## config.mk

```make
export PLATFORM = sky130hd
export DESIGN_NAME = ceas_alarma_core_flat
export DESIGN_NICKNAME = d
export VERILOG_FILES = /design/src/rtl/ceas_alarma_if.sv /design/src/rtl/ceas_alarma_core.sv /design/src/flat_wrapper.sv
export SDC_FILE = /design/constraint.sdc
export NUM_CORES = 1
export LEC_CHECK = 0
export CAP_MARGIN = 20
export CELL_PAD_IN_SITES_DETAIL_PLACEMENT = 1
export CELL_PAD_IN_SITES_GLOBAL_PLACEMENT = 2
export CORE_MARGIN = 2
export CORE_UTILIZATION = 32
export DETAILED_ROUTE_END_ITERATION = 7
export GPL_TIMING_DRIVEN = 1
export PLACE_DENSITY = 0.82
export SYNTH_ARGS = -nofsm -noshare
export SYNTH_HDL_FRONTEND = slang
export SYNTH_SLANG_ARGS = --single-unit
```

## constraint.sdc

```tcl
create_clock -name clock -period 2.5 [get_ports clock]
set_input_delay 0.25 -clock clock [delete_from_list [all_inputs] [get_ports clock]]
set_output_delay 0.25 -clock clock [all_outputs]
set_load 0.01 [all_outputs]
```

## src/rtl/ceas_alarma_if.sv

```systemverilog
// ---------------------------------------------------------------------------
// ceas_alarma_if
//
// Command and display bus between the button-control front end and the
// clock/alarm core.
//
//   Commands (driven by the button front end, consumed by the core):
//     semnal_setare    level, high = clock-edit mode requested
//     semnal_setare_a  level, high = alarm-edit mode requested
//     semnal_stop      rising edge leaves edit mode / silences the alarm
//     semnal_b1        rising edge increments hours
//     semnal_b2        rising edge increments minutes
//   Status (driven by the core, read by the display/BCD layer):
//     ore, minute, secunde   time of day (binary)
//     ore_a, minute_a        alarm time (binary)
//     mod_editare            00 RUN, 01 SET_CLK, 10 SET_AL
//     alarma_armata          alarm enabled
//     alarma                 alarm ringing
//
// Modports:
//   master - button/display side (drives commands, reads status)
//   slave  - clock/alarm core    (reads commands, drives status)
// ---------------------------------------------------------------------------
interface ceas_alarma_if;
    logic       semnal_setare;
    logic       semnal_setare_a;
    logic       semnal_stop;
    logic       semnal_b1;
    logic       semnal_b2;

    logic [4:0] ore;
    logic [5:0] minute;
    logic [5:0] secunde;
    logic [4:0] ore_a;
    logic [5:0] minute_a;
    logic [1:0] mod_editare;
    logic       alarma_armata;
    logic       alarma;

    modport master (
        output semnal_setare,
        output semnal_setare_a,
        output semnal_stop,
        output semnal_b1,
        output semnal_b2,
        input  ore,
        input  minute,
        input  secunde,
        input  ore_a,
        input  minute_a,
        input  mod_editare,
        input  alarma_armata,
        input  alarma
    );

    modport slave (
        input  semnal_setare,
        input  semnal_setare_a,
        input  semnal_stop,
        input  semnal_b1,
        input  semnal_b2,
        output ore,
        output minute,
        output secunde,
        output ore_a,
        output minute_a,
        output mod_editare,
        output alarma_armata,
        output alarma
    );
endinterface

```

## src/rtl/ceas_alarma_core.sv

```systemverilog
// ---------------------------------------------------------------------------
// ceas_alarma_core
//
// Time-of-day clock with a single daily alarm. Owns the seconds prescaler,
// the hh:mm:ss counter, the alarm hh:mm registers, the edit-mode FSM and the
// ringing alarm output.
//
// Parameters:
//   TICKS_PER_SEC  clock cycles per second (>= 2)
//   ALARM_SECONDS  maximum time the alarm rings, in seconds
//
// Ports:
//   clock    system clock, rising edge
//   reset_n  asynchronous active-low reset
//   bus      ceas_alarma_if.slave - command inputs and time/alarm status
//
// Modes (mod_editare):
//   00 RUN      time runs, alarm may fire
//   01 SET_CLK  time frozen, seconds held at 0, b1/b2 edit hours/minutes
//   10 SET_AL   time runs, b1/b2 edit alarm hours/minutes
// ---------------------------------------------------------------------------
module ceas_alarma_core #(
    parameter int TICKS_PER_SEC = 50000000,
    parameter int ALARM_SECONDS = 60
) (
    input  logic         clock,
    input  logic         reset_n,
    ceas_alarma_if.slave bus
);

    localparam int PW = $clog2(TICKS_PER_SEC);
    localparam int RW = (ALARM_SECONDS > 0) ? $clog2(ALARM_SECONDS + 1) : 1;

    localparam logic [PW-1:0] PRESC_TC  = PW'(TICKS_PER_SEC - 1);
    localparam logic [RW-1:0] RING_LOAD = RW'(ALARM_SECONDS);

    // Bit positions in the command history vector
    localparam int C_SETARE   = 0;
    localparam int C_SETARE_A = 1;
    localparam int C_STOP     = 2;
    localparam int C_B1       = 3;
    localparam int C_B2       = 4;

    typedef enum logic [1:0] {
        ST_RUN     = 2'b00,
        ST_SET_CLK = 2'b01,
        ST_SET_AL  = 2'b10
    } state_e;

    // -----------------------------------------------------------------------
    // State registers
    // -----------------------------------------------------------------------
    state_e          state_q,    state_d;
    logic [4:0]      hist_q,     hist_d;
    logic [PW-1:0]   presc_q,    presc_d;
    logic [4:0]      ore_q,      ore_d;
    logic [5:0]      minute_q,   minute_d;
    logic [5:0]      secunde_q,  secunde_d;
    logic [4:0]      ore_a_q,    ore_a_d;
    logic [5:0]      minute_a_q, minute_a_d;
    logic            armata_q,   armata_d;
    logic            alarma_q,   alarma_d;
    logic [RW-1:0]   ring_q,     ring_d;

    // -----------------------------------------------------------------------
    // Combinational helpers
    // -----------------------------------------------------------------------
    logic [4:0] cmd;
    logic [4:0] rise;
    logic       fall_setare;
    logic       fall_setare_a;
    logic       consume;
    logic       eff_stop;
    logic       eff_b1;
    logic       eff_b2;
    logic       tick;
    logic [4:0] ore_adv;
    logic [5:0] minute_adv;
    logic [5:0] secunde_adv;

    function automatic logic [4:0] inc_mod24(input logic [4:0] v);
        return (v >= 5'd23) ? 5'd0 : v + 5'd1;
    endfunction

    function automatic logic [5:0] inc_mod60(input logic [5:0] v);
        return (v >= 6'd59) ? 6'd0 : v + 6'd1;
    endfunction

    assign cmd = {bus.semnal_b2, bus.semnal_b1, bus.semnal_stop,
                  bus.semnal_setare_a, bus.semnal_setare};

    assign rise          = cmd & ~hist_q;
    assign fall_setare   = hist_q[C_SETARE]   & ~cmd[C_SETARE];
    assign fall_setare_a = hist_q[C_SETARE_A] & ~cmd[C_SETARE_A];

    // While the alarm rings, the first b1/b2/stop edge only silences it.
    assign consume  = alarma_q & (rise[C_B1] | rise[C_B2] | rise[C_STOP]);
    assign eff_stop = rise[C_STOP] & ~consume;
    assign eff_b1   = rise[C_B1]   & ~consume;
    assign eff_b2   = rise[C_B2]   & ~consume;

    // The prescaler is parked at 0 in SET_CLK, but it may still hold the
    // terminal count on the first cycle after entry, hence the state gate.
    assign tick = (state_q != ST_SET_CLK) && (presc_q == PRESC_TC);

    // Next time-of-day if a one-second tick is applied now
    always_comb begin
        ore_adv     = ore_q;
        minute_adv  = minute_q;
        secunde_adv = secunde_q;
        if (secunde_q >= 6'd59) begin
            secunde_adv = 6'd0;
            if (minute_q >= 6'd59) begin
                minute_adv = 6'd0;
                ore_adv    = inc_mod24(ore_q);
            end else begin
                minute_adv = minute_q + 6'd1;
            end
        end else begin
            secunde_adv = secunde_q + 6'd1;
        end
    end

    // -----------------------------------------------------------------------
    // Next-state logic
    // -----------------------------------------------------------------------
    always_comb begin
        state_d    = state_q;
        hist_d     = cmd;
        presc_d    = presc_q;
        ore_d      = ore_q;
        minute_d   = minute_q;
        secunde_d  = secunde_q;
        ore_a_d    = ore_a_q;
        minute_a_d = minute_a_q;
        armata_d   = armata_q;
        alarma_d   = alarma_q;
        ring_d     = ring_q;

        // Prescaler
        if (state_q == ST_SET_CLK || tick) begin
            presc_d = '0;
        end else begin
            presc_d = presc_q + PW'(1);
        end

        // Time advance
        if (tick) begin
            ore_d     = ore_adv;
            minute_d  = minute_adv;
            secunde_d = secunde_adv;
        end

        // Ring duration countdown
        if (alarma_q && tick) begin
            if (ring_q <= RW'(1)) begin
                ring_d   = '0;
                alarma_d = 1'b0;
            end else begin
                ring_d = ring_q - RW'(1);
            end
        end

        if (consume) begin
            alarma_d = 1'b0;
            ring_d   = '0;
        end

        // Alarm fires only on a tick in RUN that lands on hh:mm:00
        if (tick && state_q == ST_RUN && armata_q &&
            ore_adv == ore_a_q && minute_adv == minute_a_q &&
            secunde_adv == 6'd0) begin
            alarma_d = 1'b1;
            ring_d   = RING_LOAD;
        end

        // Mode FSM
        case (state_q)
            ST_RUN: begin
                if (rise[C_SETARE]) begin
                    state_d = ST_SET_CLK;
                end else if (rise[C_SETARE_A]) begin
                    state_d  = ST_SET_AL;
                    armata_d = 1'b0;
                    alarma_d = 1'b0;
                    ring_d   = '0;
                end
            end

            ST_SET_CLK: begin
                secunde_d = 6'd0;
                if (eff_stop || fall_setare) begin
                    state_d = ST_RUN;
                end else begin
                    if (eff_b1) ore_d    = inc_mod24(ore_q);
                    if (eff_b2) minute_d = inc_mod60(minute_q);
                end
            end

            ST_SET_AL: begin
                if (eff_stop) begin
                    state_d  = ST_RUN;
                    armata_d = 1'b1;
                end else if (fall_setare_a) begin
                    state_d  = ST_RUN;
                    armata_d = 1'b0;
                end else begin
                    if (eff_b1) ore_a_d    = inc_mod24(ore_a_q);
                    if (eff_b2) minute_a_d = inc_mod60(minute_a_q);
                end
            end

            default: begin
                state_d = ST_RUN;
            end
        endcase
    end

    // -----------------------------------------------------------------------
    // Registers
    // -----------------------------------------------------------------------
    always_ff @(posedge clock or negedge reset_n) begin
        if (!reset_n) begin
            state_q    <= ST_RUN;
            hist_q     <= '0;
            presc_q    <= '0;
            ore_q      <= '0;
            minute_q   <= '0;
            secunde_q  <= '0;
            ore_a_q    <= '0;
            minute_a_q <= '0;
            armata_q   <= 1'b0;
            alarma_q   <= 1'b0;
            ring_q     <= '0;
        end else begin
            state_q    <= state_d;
            hist_q     <= hist_d;
            presc_q    <= presc_d;
            ore_q      <= ore_d;
            minute_q   <= minute_d;
            secunde_q  <= secunde_d;
            ore_a_q    <= ore_a_d;
            minute_a_q <= minute_a_d;
            armata_q   <= armata_d;
            alarma_q   <= alarma_d;
            ring_q     <= ring_d;
        end
    end

    // -----------------------------------------------------------------------
    // Outputs
    // -----------------------------------------------------------------------
    assign bus.ore           = ore_q;
    assign bus.minute        = minute_q;
    assign bus.secunde       = secunde_q;
    assign bus.ore_a         = ore_a_q;
    assign bus.minute_a      = minute_a_q;
    assign bus.mod_editare   = state_q;
    assign bus.alarma_armata = armata_q;
    assign bus.alarma        = alarma_q;

endmodule
```

## src/flat_wrapper.sv

```systemverilog
// flat-port wrapper written by rule: the top's interface ports become plain ports
module ceas_alarma_core_flat 
#(
    parameter int TICKS_PER_SEC = 50000000,
    parameter int ALARM_SECONDS = 60
)
  (clock, reset_n, bus_semnal_setare, bus_semnal_setare_a, bus_semnal_stop, bus_semnal_b1, bus_semnal_b2, bus_ore, bus_minute, bus_secunde, bus_ore_a, bus_minute_a, bus_mod_editare, bus_alarma_armata, bus_alarma);
  ceas_alarma_if bus_i ();
  input  logic clock;
  input  logic reset_n;
  input wire logic [$bits(bus_i.semnal_setare)-1:0] bus_semnal_setare;
  input wire logic [$bits(bus_i.semnal_setare_a)-1:0] bus_semnal_setare_a;
  input wire logic [$bits(bus_i.semnal_stop)-1:0] bus_semnal_stop;
  input wire logic [$bits(bus_i.semnal_b1)-1:0] bus_semnal_b1;
  input wire logic [$bits(bus_i.semnal_b2)-1:0] bus_semnal_b2;
  output wire logic [$bits(bus_i.ore)-1:0] bus_ore;
  output wire logic [$bits(bus_i.minute)-1:0] bus_minute;
  output wire logic [$bits(bus_i.secunde)-1:0] bus_secunde;
  output wire logic [$bits(bus_i.ore_a)-1:0] bus_ore_a;
  output wire logic [$bits(bus_i.minute_a)-1:0] bus_minute_a;
  output wire logic [$bits(bus_i.mod_editare)-1:0] bus_mod_editare;
  output wire logic [$bits(bus_i.alarma_armata)-1:0] bus_alarma_armata;
  output wire logic [$bits(bus_i.alarma)-1:0] bus_alarma;
  assign bus_i.semnal_setare = bus_semnal_setare;
  assign bus_i.semnal_setare_a = bus_semnal_setare_a;
  assign bus_i.semnal_stop = bus_semnal_stop;
  assign bus_i.semnal_b1 = bus_semnal_b1;
  assign bus_i.semnal_b2 = bus_semnal_b2;
  assign bus_ore = bus_i.ore;
  assign bus_minute = bus_i.minute;
  assign bus_secunde = bus_i.secunde;
  assign bus_ore_a = bus_i.ore_a;
  assign bus_minute_a = bus_i.minute_a;
  assign bus_mod_editare = bus_i.mod_editare;
  assign bus_alarma_armata = bus_i.alarma_armata;
  assign bus_alarma = bus_i.alarma;
  ceas_alarma_core #(.TICKS_PER_SEC(TICKS_PER_SEC), .ALARM_SECONDS(ALARM_SECONDS)) u_core (.clock(clock), .reset_n(reset_n), .bus(bus_i));
endmodule
```

==> qor.yml, run 1 <==
finalHoldViolations: 0
vias_in_the_first_global_route: 3812
weighted_congestion_at_the_end_of_routability_driven_global_placement: 0.819
synth_top_family_by_area: "simple AND/OR/NAND/NOR gates"
initial_core_util_pct: 32.7
yosysSeqAreaShare_pct: 42.0
post_synthesis_instance_total: 451
cts-buffers-inserted: 9
layout_commonest_cell: "sky130_fd_sc_hd__dfrtp_1"
crit_slowest_cell: "sky130_fd_sc_hd__or3_4"
total_leakage_power_nw: 2.17
fill_cells: 1465
timing.critical_path.slowest_cell_delay_ns: 0.43
final_net_count: 524
synthArstFlopShare_pct: 100
fraction_of_the_mapped_netlist_area_in_compound_gates_pct: 17.7
post_route_cells_drive_above_1_share_pct: 12.7
sort_of_element_at_the_start_of_the_critical_path: "flop"
worstHoldStart: "bus_semnal_b1"
route.vias.total: 3650
max-vdd-ir-drop_v: 0.000307
die_height_um: 117
reg2reg_depth: 8
post-route-cell-area_um2: 5180
grt_first_pass_wirelength_um: 19100
crit_chain: "ha_4 -> o2111a_1 -> nand3_1 -> and3_1 -> a311oi_2 -> nand4_1 -> or3_4 -> o21ai_1"
min_delay_path_depth: 1
post_dp_cell_area_um2: 4820
place_hpwl_um: 8160
antennaDiodeCount: 0
area.sequential_um2: 1730
timing.fmax_mhz: 418
timing.hold.worst_endpoint: "u_core.hist_q[3]$_DFF_PN0_"
grt_start_max_net_pins: 70
finalWorstPathRequiredPeriod_ns: 2.39
totalNegativeSetupSlack_ns: 0
die_w_um: 117
p_per_area_nw_per_um2: 743
yosys_warnings: 0
synth_xor_xnor_area_share_pct: 7.46
worstPathRequired_ns: 2.77
globalRoute.totalOverflow: 0
path_clk_slew_ns: 0.06
final_min_period_over_clock_period_pct: 95.6
drt-pass1-iter-count: 4
totalWireLength_um: 11300
clkLatencyLatePin_ns: 0.35
fin_ws_ns: 0.110
port_buffers: 38
hold-worst-slack_ns: 0.375
postSynthNetCount: 466
groute.usage.overall_pct: 17.9
syn_avg_cell_area_um2: 9.11
regToRegEndpoint: "u_core.ring_q[4]$_DFF_PN0_"
timing_worst_slew_pin_value_ns: 0.541
core_region_area_um2: 12600
run_status: "finished, final reports clean"
fraction_of_the_mapped_netlist_area_in_adder_cells_pct: 2.68
simple_gate_portion_of_the_synthesized_area_pct: 25.0
timing.final.max_slew_violations: 0
rr_startpoint: "u_core.bus.secunde[0]$_DFFE_PN0N_"
drt.antenna.violating_nets: 0
clockBufferDepth: 2
layout.cells.most_common_list: "sky130_fd_sc_hd__dfrtp_1 (69), sky130_fd_sc_hd__nor2_1 (38), sky130_fd_sc_hd__nand2_1 (38)"
antenna_found_initial: 0
avgRoutedWirePerCell_um: 16.5
multi_input_comb_area_um2: 2260
max-cap-violations: 0
crit_fanout: 6
clock_sink_count: 69
ctsHtreeMaxLevel: 3
cts_root_buf: "sky130_fd_sc_hd__clkbuf_16"
critPathArrivalTime_ns: 2.66
area_growth_pct: 26.1
pin_count: 39
post_synth_mux_area_share_pct: 1.25
synth-edff-count: 0
synth_area_um2: 4110
post_drt_via_cell_ratio: 5.33
critical_path_class: "flop to flop"
min_path_type: "input pin to flop"
synth-seq-cells: 69
drt_drc_violations_left: 0
path_delay_family: "simple AND/OR/NAND/NOR gates"
dr.first_iter.drc_count: 153
floorplan.rows: 41
critical_path.endpoint_type: "flop"
slew-limit-headroom_pct: 63.6
post-place-ws_ns: 0.0195
reg_to_reg_setup_timing_slack_ns: 0.11
synthFlopType: "sky130_fd_sc_hd__dfrtp_1"
finalSetupViolCount: 0
tritoncts: "yes"
worst-path-buf-inv: 0
clock_skew_ns: 0.00822
synth_cell_type_count: 65
design.die.area_um2: 13800
where the power goes:
part           internal, W  switching, W
combinational     0.000538      0.000534
sequential         0.00125      0.000212
clock             0.000817      0.000498
total              0.00261       0.00124
what timing repair did:
action | 4_1_cts | 5_1_grt
hold endpoints to repair | 69 | 0
setup buffers | 0 | 2
hold buffers | 1 | 0
pin swaps | 0 | 2
setup endpoints to repair | 1 | 5
resized for setup | 1 | 4
per-layer routing:
metal	GRT usage [%]	part of all wire, %
met1	24.3	48
met2	28.1	47
met3	2.88	2.5
met4	8.31	2.1
met5	0	0
final cells by class:
cell class,instances,area share (%)
clock buffer,11,4.88
clock inverter,4,0.918
inverter,10,0.725
multi-input combinational,349,43.6
sequential,69,33.3
tap,172,4.15
timing repair buffer,70,12.4
registers in the layout (all words and copies together) (netlist names):
| name | cells |
|---|---|
| u_core.bus.mod_editare | 2 |
| u_core.ring_q | 6 |
| u_core.bus.secunde | 6 |
| u_core.hist_q | 5 |
| u_core.bus.alarma_armata | 1 |
| u_core.presc_q | 26 |
| u_core.bus.minute | 6 |
| u_core.bus.ore | 5 |
| u_core.bus.ore_a | 5 |
| u_core.bus.alarma | 1 |
| u_core.bus.minute_a | 6 |
cells by family after synthesis:
logic type               after synthesis
AO/OA/AOI/OAI                        109
flip-flops                            69
multiplexers                           5
AND/OR/NAND/NOR                      191
buffers and inverters                 33
XOR/XNOR                              35
adder cells (fa/ha/maj)                9
how the worst max path moves through the flow:
| stage | start | endpoint | slack, ns | cells after the start |
|---|---|---|---|---|
| 3_5_place_dp | u_core.bus.minute[1]$_DFF_PN0_ | u_core.ring_q[4]$_DFF_PN0_ | 0.02 | 8 |
| 4_1_cts | u_core.bus.secunde[1]$_DFFE_PN0N_ | u_core.ring_q[4]$_DFF_PN0_ | 0.02 | 9 |
| 3_3_place_gp | u_core.bus.minute[0]$_DFF_PN0_ | u_core.ring_q[4]$_DFF_PN0_ | 0.11 | 8 |
| 2_1_floorplan | u_core.bus.secunde[0]$_DFFE_PN0N_ | u_core.ring_q[4]$_DFF_PN0_ | 0.12 | 9 |
| 6_report | u_core.bus.secunde[0]$_DFFE_PN0N_ | u_core.ring_q[4]$_DFF_PN0_ | 0.11 | 8 |
| 5_1_grt | u_core.bus.secunde[0]$_DFFE_PN0N_ | u_core.ring_q[4]$_DFF_PN0_ | -0.003 | 8 |
synthesized netlist by cell type, types with 3 or more instances:
library cell	instances	area [um^2]
sky130_fd_sc_hd__and2_1	3	18.8
sky130_fd_sc_hd__a41oi_1	3	26.3
sky130_fd_sc_hd__nor2b_1	5	31.3
sky130_fd_sc_hd__nand2_1	38	143
sky130_fd_sc_hd__buf_4	5	37.5
sky130_fd_sc_hd__xor2_1	23	201
sky130_fd_sc_hd__ha_1	8	100
sky130_fd_sc_hd__nand2b_1	8	50.1
sky130_fd_sc_hd__o211ai_1	3	22.5
sky130_fd_sc_hd__o21ai_0	28	140
sky130_fd_sc_hd__and3_1	10	62.6
sky130_fd_sc_hd__or3_1	10	62.6
sky130_fd_sc_hd__nand3b_1	3	22.5
sky130_fd_sc_hd__a31oi_1	3	18.8
sky130_fd_sc_hd__xnor2_1	12	105
sky130_fd_sc_hd__o21ai_1	12	60.1
sky130_fd_sc_hd__dfrtp_1	69	1730
sky130_fd_sc_hd__nor2_1	38	143
sky130_fd_sc_hd__inv_1	10	37.5
sky130_fd_sc_hd__o31ai_1	5	37.5
sky130_fd_sc_hd__o2111a_1	4	45.0
sky130_fd_sc_hd__clkbuf_1	8	30.0
sky130_fd_sc_hd__nand3_1	30	150
sky130_fd_sc_hd__a21o_1	5	37.5
sky130_fd_sc_hd__buf_2	8	40.0
sky130_fd_sc_hd__nor3_1	19	95.1
sky130_fd_sc_hd__a211oi_1	3	22.5
sky130_fd_sc_hd__a21oi_1	25	125
sky130_fd_sc_hd__mux2i_1	4	40.0
sky130_fd_sc_hd__nand4b_1	3	26.3
sky130_fd_sc_hd__nand4_1	6	37.5
through the flow:
stage               util, %  instances  total power (W)
finish                 41.2        685          0.00385
global route           41.2        685          0.00408
CTS                    40.8        683          0.00388
detailed placement     38.3        667          0.00254
global placement       38.3        667          0.00249
floorplan                 -        451          0.00202
worst register-to-register path, stage by stage (launching register included):
cell and delay [ns]:
sky130_fd_sc_hd__dfrtp_1 0.39, sky130_fd_sc_hd__ha_4 0.19, sky130_fd_sc_hd__o2111a_1 0.35, sky130_fd_sc_hd__nand3_1 0.15
sky130_fd_sc_hd__and3_1 0.21, sky130_fd_sc_hd__a311oi_2 0.31, sky130_fd_sc_hd__nand4_1 0.19, sky130_fd_sc_hd__or3_4 0.43
sky130_fd_sc_hd__o21ai_1 0.10
No activity file was read; power rests on OpenSTA's default activity.
==> run 2: changes to the inputs <==
CAP_MARGIN = 25   (was 20)
==> results of run 2 <==
Final layout, timing and power as in run 1 (identical DEF).
==> run 3: changes to the inputs <==
SETUP_SLACK_MARGIN = 0.3   (was default)
==> qor.yml, run 3 (synthesized netlist as in run 1, its figures left out) <==
hold-worst-slack_ns: 0.377  # +0.00197 ns
final_net_count: 539  # +2.9%
totalNegativeSetupSlack_ns: 0  # unchanged
power.internal_w: 0.00265  # +1.8%
total_leakage_power_nw: 2.26  # +3.9%
top_reg_by_flops: "u_core.presc_q"
power_frac_seq_pct: 37.8  # -0.2 points
critPathArrivalTime_ns: 2.62  # -0.04 ns
max-cap-violations: 0  # unchanged
reg2reg_depth: 8  # unchanged
worstPathRequired_ns: 2.77  # about the same
die_w_um: 117  # unchanged
critical_path_class: "flop to flop"
avgRoutedWirePerCell_um: 17.1  # +3.2%
pin_count: 39  # unchanged
groute.usage.overall_pct: 18.1  # +0.20 points
cts_root_buf: "sky130_fd_sc_hd__clkbuf_16"
post_route_cells_drive_above_1_share_pct: 18.6  # +5.9 points
run_status: "finished, final reports clean"
finalSetupViolCount: 0  # unchanged
crit_chain: "ha_4 -> o2111ai_4 -> o31a_1 -> or3_1 -> a32oi_1 -> nand4_1 -> or3_4 -> o21ai_1"
layout_commonest_cell: "sky130_fd_sc_hd__dfrtp_1"
rsz0062_at_grt: "yes"
tritoncts: "yes"
globalRoute.totalOverflow: 0  # unchanged
dp.cells: 667  # unchanged
route.vias.total: 3743  # +2.5%
ctsHtreeMaxLevel: 3  # unchanged
antenna_found_initial: 0  # unchanged
critical_path.endpoint_type: "flop"
clock_sink_count: 69  # unchanged
place_hpwl_um: 8310  # +1.8%
route.met2.wl_um: 5730  # +7.4%
p_per_area_nw_per_um2: 721  # -3.0%
post_drt_via_cell_ratio: 5.35  # +0.35%
share_comb_of_total_power_pct: 28.0  # about the same
total_power_w: 0.00389  # +0.98%
slew-limit-headroom_pct: 66.2  # +2.5 points
antennaDiodeCount: 0  # unchanged
drt-pass1-iter-count: 4  # unchanged
core_region_area_um2: 12600  # unchanged
drt.antenna.violating_nets: 0  # unchanged
grt_first_pass_wirelength_um: 19300  # +1.3%
area_growth_pct: 31.3
clock_skew_ns: 0.00757  # -0.000653 ns
timing_worst_slew_pin_value_ns: 0.504  # -0.0377 ns
final_min_period_over_clock_period_pct: 94.2  # -1.4 points
dr.first_iter.drc_count: 151  # -1.3%
port_buffers: 38  # unchanged
clkLatencyLatePin_ns: 0.34  # about the same
swShare_pct: 31.7  # -0.58 points
min_delay_path_depth: 1  # unchanged
weighted_congestion_at_the_end_of_routability_driven_global_placement: 0.834  # +1.7%
wl_met3_um: 317  # +12%
timing.final.max_slew_violations: 0  # unchanged
grt_start_max_net_pins: 29  # -59%
path_clk_slew_ns: 0.06  # about the same
route.top_layer_used: "met4"
power.switching_w: 0.00123  # -0.83%
crit_fanout: 7  # +1
m1WireLength_um: 5630  # +2.9%
vias_in_the_first_global_route: 3819  # +0.18%
min_path_type: "input pin to flop"
design.die.area_um2: 13800  # unchanged
sort_of_element_at_the_start_of_the_critical_path: "flop"
clockBufferDepth: 2  # unchanged
clock_power_share_pct: 34.2  # about the same
finalWorstPathRequiredPeriod_ns: 2.35  # -0.0355 ns
timing.fmax_mhz: 425  # +1.5%
die_height_um: 117  # unchanged
max-vdd-ir-drop_v: 0.000304  # -1.1%
cts-buffers-inserted: 9  # unchanged
crit_slowest_cell: "sky130_fd_sc_hd__or3_4"
totalWireLength_um: 12000  # +5.5%
initial_core_util_pct: 32.7  # unchanged
floorplan.rows: 41  # unchanged
finalHoldViolations: 0  # unchanged
drt_drc_violations_left: 0  # unchanged
largest_register_ff_count: 26  # unchanged
timing.critical_path.slowest_cell_delay_ns: 0.43  # about the same
final-instance-count-excl-fill: 700  # +2.2%
layout.cells.most_common_list: "sky130_fd_sc_hd__dfrtp_1 (61), sky130_fd_sc_hd__buf_4 (42), sky130_fd_sc_hd__nand2_1 (38)"
==> run 3: cell type report <==
class / count / area, um^2
inverters: 10 / 37.5
fillers: 1445 / 7180
well taps: 172 / 215
multi-input cells: 349 / 2330
clock buffers: 14 / 274
flip-flops and latches: 69 / 1740
repair buffers: 85 / 763
clock inverters: 1 / 30.0
==> run 3: worst paths after layout <==
| kind | startpoint | endpoint | slack, ns |
|---|---|---|---|
| worst max-delay path | u_core.bus.secunde[1]$_DFFE_PN0N_ | u_core.ring_q[2]$_DFF_PN0_ | 0.15 |
| worst min-delay path | bus_semnal_setare_a | u_core.hist_q[1]$_DFF_PN0_ | 0.38 |
| worst max register to register | u_core.bus.secunde[1]$_DFFE_PN0N_ | u_core.ring_q[2]$_DFF_PN0_ | 0.15 |
| worst min register to register | u_core.presc_q[0]$_DFF_PN0_ | u_core.presc_q[0]$_DFF_PN0_ | 0.53 |
| max in group asynchronous | reset_n | u_core.bus.secunde[2]$_DFFE_PN0N_ | 1.51 |
| min in group asynchronous | reset_n | u_core.presc_q[9]$_DFF_PN0_ | 0.42 |
==> run 3: per-layer routing <==
metal | track usage [%] | vias to the layer above
met5 | 0 | -
met4 | 7.69 | 0
met3 | 2.63 | 18
met2 | 28.6 | 56
met1 | 24.9 | 1881
li1 | - | 1788
==> run 3: critical path: cells and delay by family (launching register included) <==
family / cells / cell delay, ns
adders and majority gates: 1 / 0.21
DFF: 1 / 0.39
AOI/OAI and AO/OA: 4 / 0.74
and+or+nand+nor: 3 / 0.92
==> run 3: stage by stage <==
step                      util, %  area (um^2)  setup WS [ns]
after floorplan                 -         4130          0.211
after global placement       38.5         4830          0.104
after detailed placement     38.5         4830         0.0468
after CTS                    41.8         5250          0.176
after global routing         42.9         5390         0.0432
final                        42.9         5390          0.146
==> run 3: repair_timing <==
item,4_1_cts,5_1_grt
setup buffers,8,9
gates resized for setup,9,19
cloned,0,0
hold buffers,1,0
hold endpoints to repair,18,0
pin swaps,7,2
setup endpoints to repair,13,16
==> run 3: power by group through the flow <==
stage | combinational, W | clock (W) | sequential, W
floorplan | 0.000549 | 0 | 0.00148
global placement | 0.00102 | 0 | 0.00148
detailed placement | 0.00104 | 0 | 0.00148
CTS | 0.00109 | 0.00136 | 0.00147
global route | 0.00121 | 0.00140 | 0.00150
finish | 0.00109 | 0.00133 | 0.00147
==> patch 1 (config.mk and constraints of run 1) <==
Make the reset (`reset_n`) synchronous in one clocked block. Comments in the files are not updated.
--- a/src/rtl/ceas_alarma_core.sv
+++ b/src/rtl/ceas_alarma_core.sv
@@ -220,5 +220,5 @@
     // Registers
     // -----------------------------------------------------------------------
-    always_ff @(posedge clock or negedge reset_n) begin
+    always_ff @(posedge clock) begin
         if (!reset_n) begin
             state_q    <= ST_RUN;
Function: differs if reset_n is asserted again (counterexample within 4 cycles, from zero or initial values and one cycle with reset_n low); with reset_n held inactive, the same outputs for 10 cycles.
==> patch 1 against run 1 <==
  * Count of clock-buffer cells in the layout is the same
  * Design area shrank 9.2%
  * Critical endpoint is now u_core.ring_q[4]$_SDFF_PN0_
  * Synthesized area shrank 9.9%
  * Non-clock buffer count shrank 6
  * Clock skew shrank 3.0 ps
  * Wire length shrank 11%
  * Largest cell class unchanged
  * Setup slack gained 120 ps
  * Sequential cell count is the same
Power is not compared: it rests on default switching activity, and its combinational part moved more than twofold at a synthesized area within 25%.
==> patch 1: results (changes against run 1) <==
[outcome]
outcome=finished, final reports clean

[synth]
synth_top_area_share=0.3735  ; -0.04700
async_reset_ff_frac=0  ; -1.000
netlist_instances=454  ; +0.67%
synth_xor_area_frac=0.09946  ; +0.02481
synth_common_cells=69 x dfxtp_1, 56 x nor2_1, 48 x nand2_1
synth_area_leaders=dfxtp_1 37%, nor2_1 5.7%, xor2_1 5.4%, nand2_1 4.9%, xnor2_1 4.5%
synth_compound_gate_area_share=0.1502  ; -0.02652
synthFlopType=dfxtp_1

[critical_path]
cp_max_fo=7  ; +1
rr_startpoint=u_core.bus.minute[1]$_SDFF_PN0_
regToRegEndpoint=u_core.ring_q[4]$_SDFF_PN0_

[grt]
grt_start_max_net_pins=25  ; -64%
grt_usage=0.1643  ; -0.01508
grtUsageMet2=0.2915  ; +0.01024
grt_pass1_vias=3515  ; -7.8%
use_met1=0.1941  ; -0.04908

[layout]
drive_above_1_share=0.1184  ; -0.008259
layout.nets=526  ; +0.38%

[placed_design]
place_ws_ps=43.38  ; +23.89 ps
dp_hpwl_mm=7.560  ; -7.3%

[clock_tree]
clkLatencyLatePin_ps=330  ; -20 ps

[sta]
worst_slew_pin_slew_ps=492.5  ; -48.65 ps
final.setup_skew_ps=5.266  ; -2.959 ps
period_share=0.9081  ; -0.04786

[route]
drtIter0Drc=151  ; -1.3%

[worst_hold_path]
hold_start=u_core.presc_q[0]$_SDFF_PP0_
hold_class=flop to flop
hold_end=u_core.presc_q[0]$_SDFF_PP0_

==> patch 1: per-layer routing <==
| layer | part of all wire | vias up |
|---|---|---|
| met5 | 0 | - |
| met4 | 0.015 | 0 |
| met3 | 0.029 | 10 |
| met2 | 0.51 | 40 |
| met1 | 0.44 | 1693 |
| li1 | - | 1702 |
==> patch 1: through the flow <==
step,utilization,instance area [sq um]
finish,0.4137,4703
global route,0.4137,4703
CTS,0.4086,4646
detailed placement,0.3822,4345
global placement,0.3822,4345
floorplan,-,3699
==> patch 1: how the worst max path moves through the flow <==
stage / from / to
2_1_floorplan: u_core.bus.secunde[0]$_SDFFE_PP0N_ / u_core.bus.alarma$_SDFF_PN0_
3_3_place_gp: u_core.bus.secunde[0]$_SDFFE_PP0N_ / u_core.bus.alarma$_SDFF_PN0_
3_5_place_dp: u_core.bus.secunde[0]$_SDFFE_PP0N_ / u_core.ring_q[4]$_SDFF_PN0_
4_1_cts: u_core.bus.secunde[0]$_SDFFE_PP0N_ / u_core.ring_q[5]$_SDFF_PN0_
5_1_grt: u_core.bus.secunde[1]$_SDFFE_PP0N_ / u_core.ring_q[5]$_SDFF_PN0_
6_report: u_core.bus.minute[1]$_SDFF_PN0_ / u_core.ring_q[4]$_SDFF_PN0_
==> patch 1: final cells by class <==
type	count	area [sq um]	share of cell area
timing repair buffer	64	575.6	0.1224
multi-input combinational	354	2218	0.4717
clock buffer	11	252.7	0.05374
tap	143	178.9	0.03804
sequential	69	1381	0.2937
clock inverter	4	47.55	0.01011
inverter	13	48.80	0.01038
==> patch 1: logic make-up after synthesis <==
group	after synthesis
DFF	69
xor gates and xnor gates	42
AOI/OAI and AO/OA	83
adders and majority gates	9
buffers and inverters	31
muxes	8
and+or+nand+nor	212
==> patch 1: power breakdown <==
part           switching (W)  internal [W]
Clock               0.000478      0.000817
Combinational      0.0000723     0.0000569
Sequential         0.0000157       0.00112
==> patch 1: what timing repair did <==
item,CTS,global route
resized for setup,0,8
setup endpoints to repair,0,7
buffers inserted,0,3
==> patch 1: worst register-to-register path: cells and delay by family, from the launching register on <==
| kind | cells | cell delay [ps] |
|---|---|---|
| AND/OR/NAND/NOR | 4 | 870 |
| adder cells (fa/ha/maj) | 1 | 280 |
| flip-flops | 1 | 340 |
| AO/OA/AOI/OAI | 3 | 650 |
==> patch 2 (flow settings as in run 1) <==
Without the edit above. `TICKS_PER_SEC` is set to 50000000 in 2 places; all go to 100000000.
--- a/src/rtl/ceas_alarma_core.sv
+++ b/src/rtl/ceas_alarma_core.sv
@@ -21,5 +21,5 @@
 // ---------------------------------------------------------------------------
 module ceas_alarma_core #(
-    parameter int TICKS_PER_SEC = 50000000,
+    parameter int TICKS_PER_SEC = 100000000,
     parameter int ALARM_SECONDS = 60
 ) (
--- a/src/flat_wrapper.sv
+++ b/src/flat_wrapper.sv
@@ -2,5 +2,5 @@
 module ceas_alarma_core_flat 
 #(
-    parameter int TICKS_PER_SEC = 50000000,
+    parameter int TICKS_PER_SEC = 100000000,
     parameter int ALARM_SECONDS = 60
 )
Formal check against the unedited RTL: same outputs for any inputs over 10 cycles, from zero or initial values and one cycle with reset_n low; that may be too few to reach the edited logic, so the function may still have changed.
==> patch 2 against run 1 <==
  * The run now ends with setup timing left
  * Sequential cell count increased by 1
  * Final cell count increased by 0.44%
  * Clock skew decreased by 1.6 ps
  * Wire length increased by 0.11%
  * Power decreased by 0.63%
  * Synthesized cell count decreased by 2.7%
  * Global-route usage decreased by 0.18 points
  * Maximum frequency decreased by 7.3%
  * Design area increased by 1.1%
  * Setup slack got worse by 190 ps
  * Count of clock-buffer cells in the layout increased by 1
  * Synthesized area decreased by 3.2%
  * Critical path type unchanged
  * Largest cell class unchanged
  * Largest power group unchanged
==> patch 2: results (changes against run 1) <==
[synth]
synth_area_leaders=dfrtp_1 44%, xor2_1 4.6%, nor2_1 4.5%, o21ai_0 4.4%, nand2_1 3.9%
synth_nets=454  ; -2.6%
synth_xor_area_frac=0.08373  ; +0.009077
synth_compound_gate_area_share=0.1464  ; -0.03036
synth-seq-area-share=0.4407  ; +0.02019
synthFlopType=dfrtp_1
yosys_warnings=0  ; unchanged
synth_fa_ha_area_frac=0.03022  ; +0.003404
async_reset_ff_frac=1.000  ; unchanged
ys_types=55  ; -15%
postSynthAreaPerCell_sq_um=9.055  ; -0.55%
synth_common_cells=70 x dfrtp_1, 48 x nor2_1, 41 x nand2_1
muxShareOfSynthArea=0.01857  ; +0.006079

[layout]
insertedDiodeCount=0  ; unchanged
regMostFlops=u_core.presc_q
layout.nets=530  ; +1.1%
drive_above_1_share=0.1596  ; +0.03291
largest_reg_flops=27  ; +3.8%

[pwr]
leakagePower_nw=2.181  ; +0.44%
sw_frac_of_total=0.3140  ; -0.009087
vdd_drop_max_mv=0.4563  ; +49%

[route]
drtIter0Drc=194  ; +27%
viasPerCell=5.262  ; -1.3%
first_pass_iters=4  ; unchanged
wirelength_mm=11.35  ; +0.11%
wl_per_cell_um=16.49  ; -0.33%

[sta]
worst_slew_pin_slew_ps=557.2  ; +16.02 ps
timing.final.ws_setup_ps=-77.01  ; -187.2 ps
finalSetupTns_ps=-93.11  ; -93.11 ps
setup_violations=3  ; +3
final.setup_skew_ps=6.625  ; -1.600 ps

[clock_tree]
clk_pin_slew_ps=60  ; about the same
clk_path_buf_depth=2  ; unchanged
cts_buffers=9  ; unchanged
cts-root-buf=clkbuf_16
htreeDepth=3  ; unchanged
postCtsSetupBuffers=0  ; unchanged
clkLatencyLatePin_ps=330  ; -20 ps

[grt]
antenna_found_initial=0  ; unchanged
grt_pass1_vias=3694  ; -3.1%
grt_pass1_wl_mm=18.66  ; -2.2%
grt_usage=0.1775  ; -0.001829
grt_start_max_net_pins=71  ; +1.4%

[placed_design]
placed_cells=671  ; +0.60%
dp_hpwl_mm=8.347  ; +2.3%
port_buffers=38  ; unchanged
place_ws_ps=-65.16  ; -84.65 ps
placed_area_sq_um=4855  ; +0.78%
place_congestion=0.8576  ; +4.7%

[worst_hold_path]
hold_class=input pin to flop

[outcome]
outcome=finished, violations left
violations=setup timing

[critical_path]
cp_max_fo=5  ; -1
crit_arrival_ps=2850  ; +190 ps

==> patch 2: changes by cell type after synthesis, sizes merged, moves of 5 or more <==
cell	delta
a31oi	+6
and3	-5
buf	-10
nand3	-6
nor2	+10
nor3	-8
nor4	+5
o21ai	-5
or3	-6
xnor2	+5
==> patch 2: power by group through the flow <==
stage / Clock (W) / Combinational, W / Sequential (W)
after CTS: 0.00133 / 0.00109 / 0.00144
after global placement: 0 / 0.00104 / 0.00144
after floorplan: 0 / 0.000503 / 0.00149
final: 0.00130 / 0.00109 / 0.00144
after detailed placement: 0 / 0.00106 / 0.00145
after global routing: 0.00138 / 0.00121 / 0.00146
==> patch 2: what timing repair did <==
| action | in CTS | in global routing |
|---|---|---|
| pin swaps | 1 | 5 |
| resized for setup | 6 | 7 |
| hold endpoints to repair | 70 | 0 |
| setup endpoints to repair | 3 | 13 |
| hold buffers | 1 | 0 |
==> patch 2: worst max-delay path, cell delays in order, from the launching register on <==
cell and delay, ps:
dfrtp_2 420, ha_4 170, o2111a_1 240, or3_4 370, and3_4 170, a311oi_2 210
nand4_1 180, or4_4 580, a21bo_1 200
==> patch 2: cell type report <==
cell class	instances	area, sq um
Clock inverter	4	45.04
Timing Repair Buffer	82	733.2
Sequential cell	70	1755
Multi-Input combinational cell	343	2202
Fill cell	1406	6825
Inverter	9	33.78
Tap cell	168	210.2
Clock buffer	12	256.5
==> patch 2: path summary, 6_finish.rpt <==
check                                          startpoint                                 to  slack [ps]  depth (start not counted)
max in group asynchronous                         reset_n  u_core.bus.secunde[0]$_DFFE_PN0N_        1710                          3
min in group asynchronous                         reset_n       u_core.presc_q[17]$_DFF_PN0_         480                          3
setup / recovery           u_core.bus.minute[0]$_DFF_PN0_        u_core.bus.alarma$_DFF_PN0_         -80                          8
hold reg to reg               u_core.presc_q[0]$_DFF_PN0_        u_core.presc_q[0]$_DFF_PN0_         480                          1
hold / removal                              bus_semnal_b2         u_core.hist_q[4]$_DFF_PN0_         400                          1
setup reg to reg           u_core.bus.minute[0]$_DFF_PN0_        u_core.bus.alarma$_DFF_PN0_         -80                          8
==> patch 2: metal layers <==
| layer | part of all wire | global-route usage | vias up |
|---|---|---|---|
| met3 | 0.032 | 0.03295 | 17 |
| met2 | 0.46 | 0.2776 | 62 |
| met1 | 0.49 | 0.2461 | 1808 |
| li1 | - | - | 1733 |
| met5 | 0 | 0 | - |
| met4 | 0.019 | 0.06506 | 0 |
==> patch 2: cells by family (layout without fill, tap and decap cells) <==
family	after synthesis	count (layout)
flip-flops	70	70
AND/OR/NAND/NOR	194	194
XOR/XNOR	38	38
multiplexers	7	7
AO/OA/AOI/OAI	94	94
adder cells (fa/ha/maj)	10	10
buffers and inverters	26	107
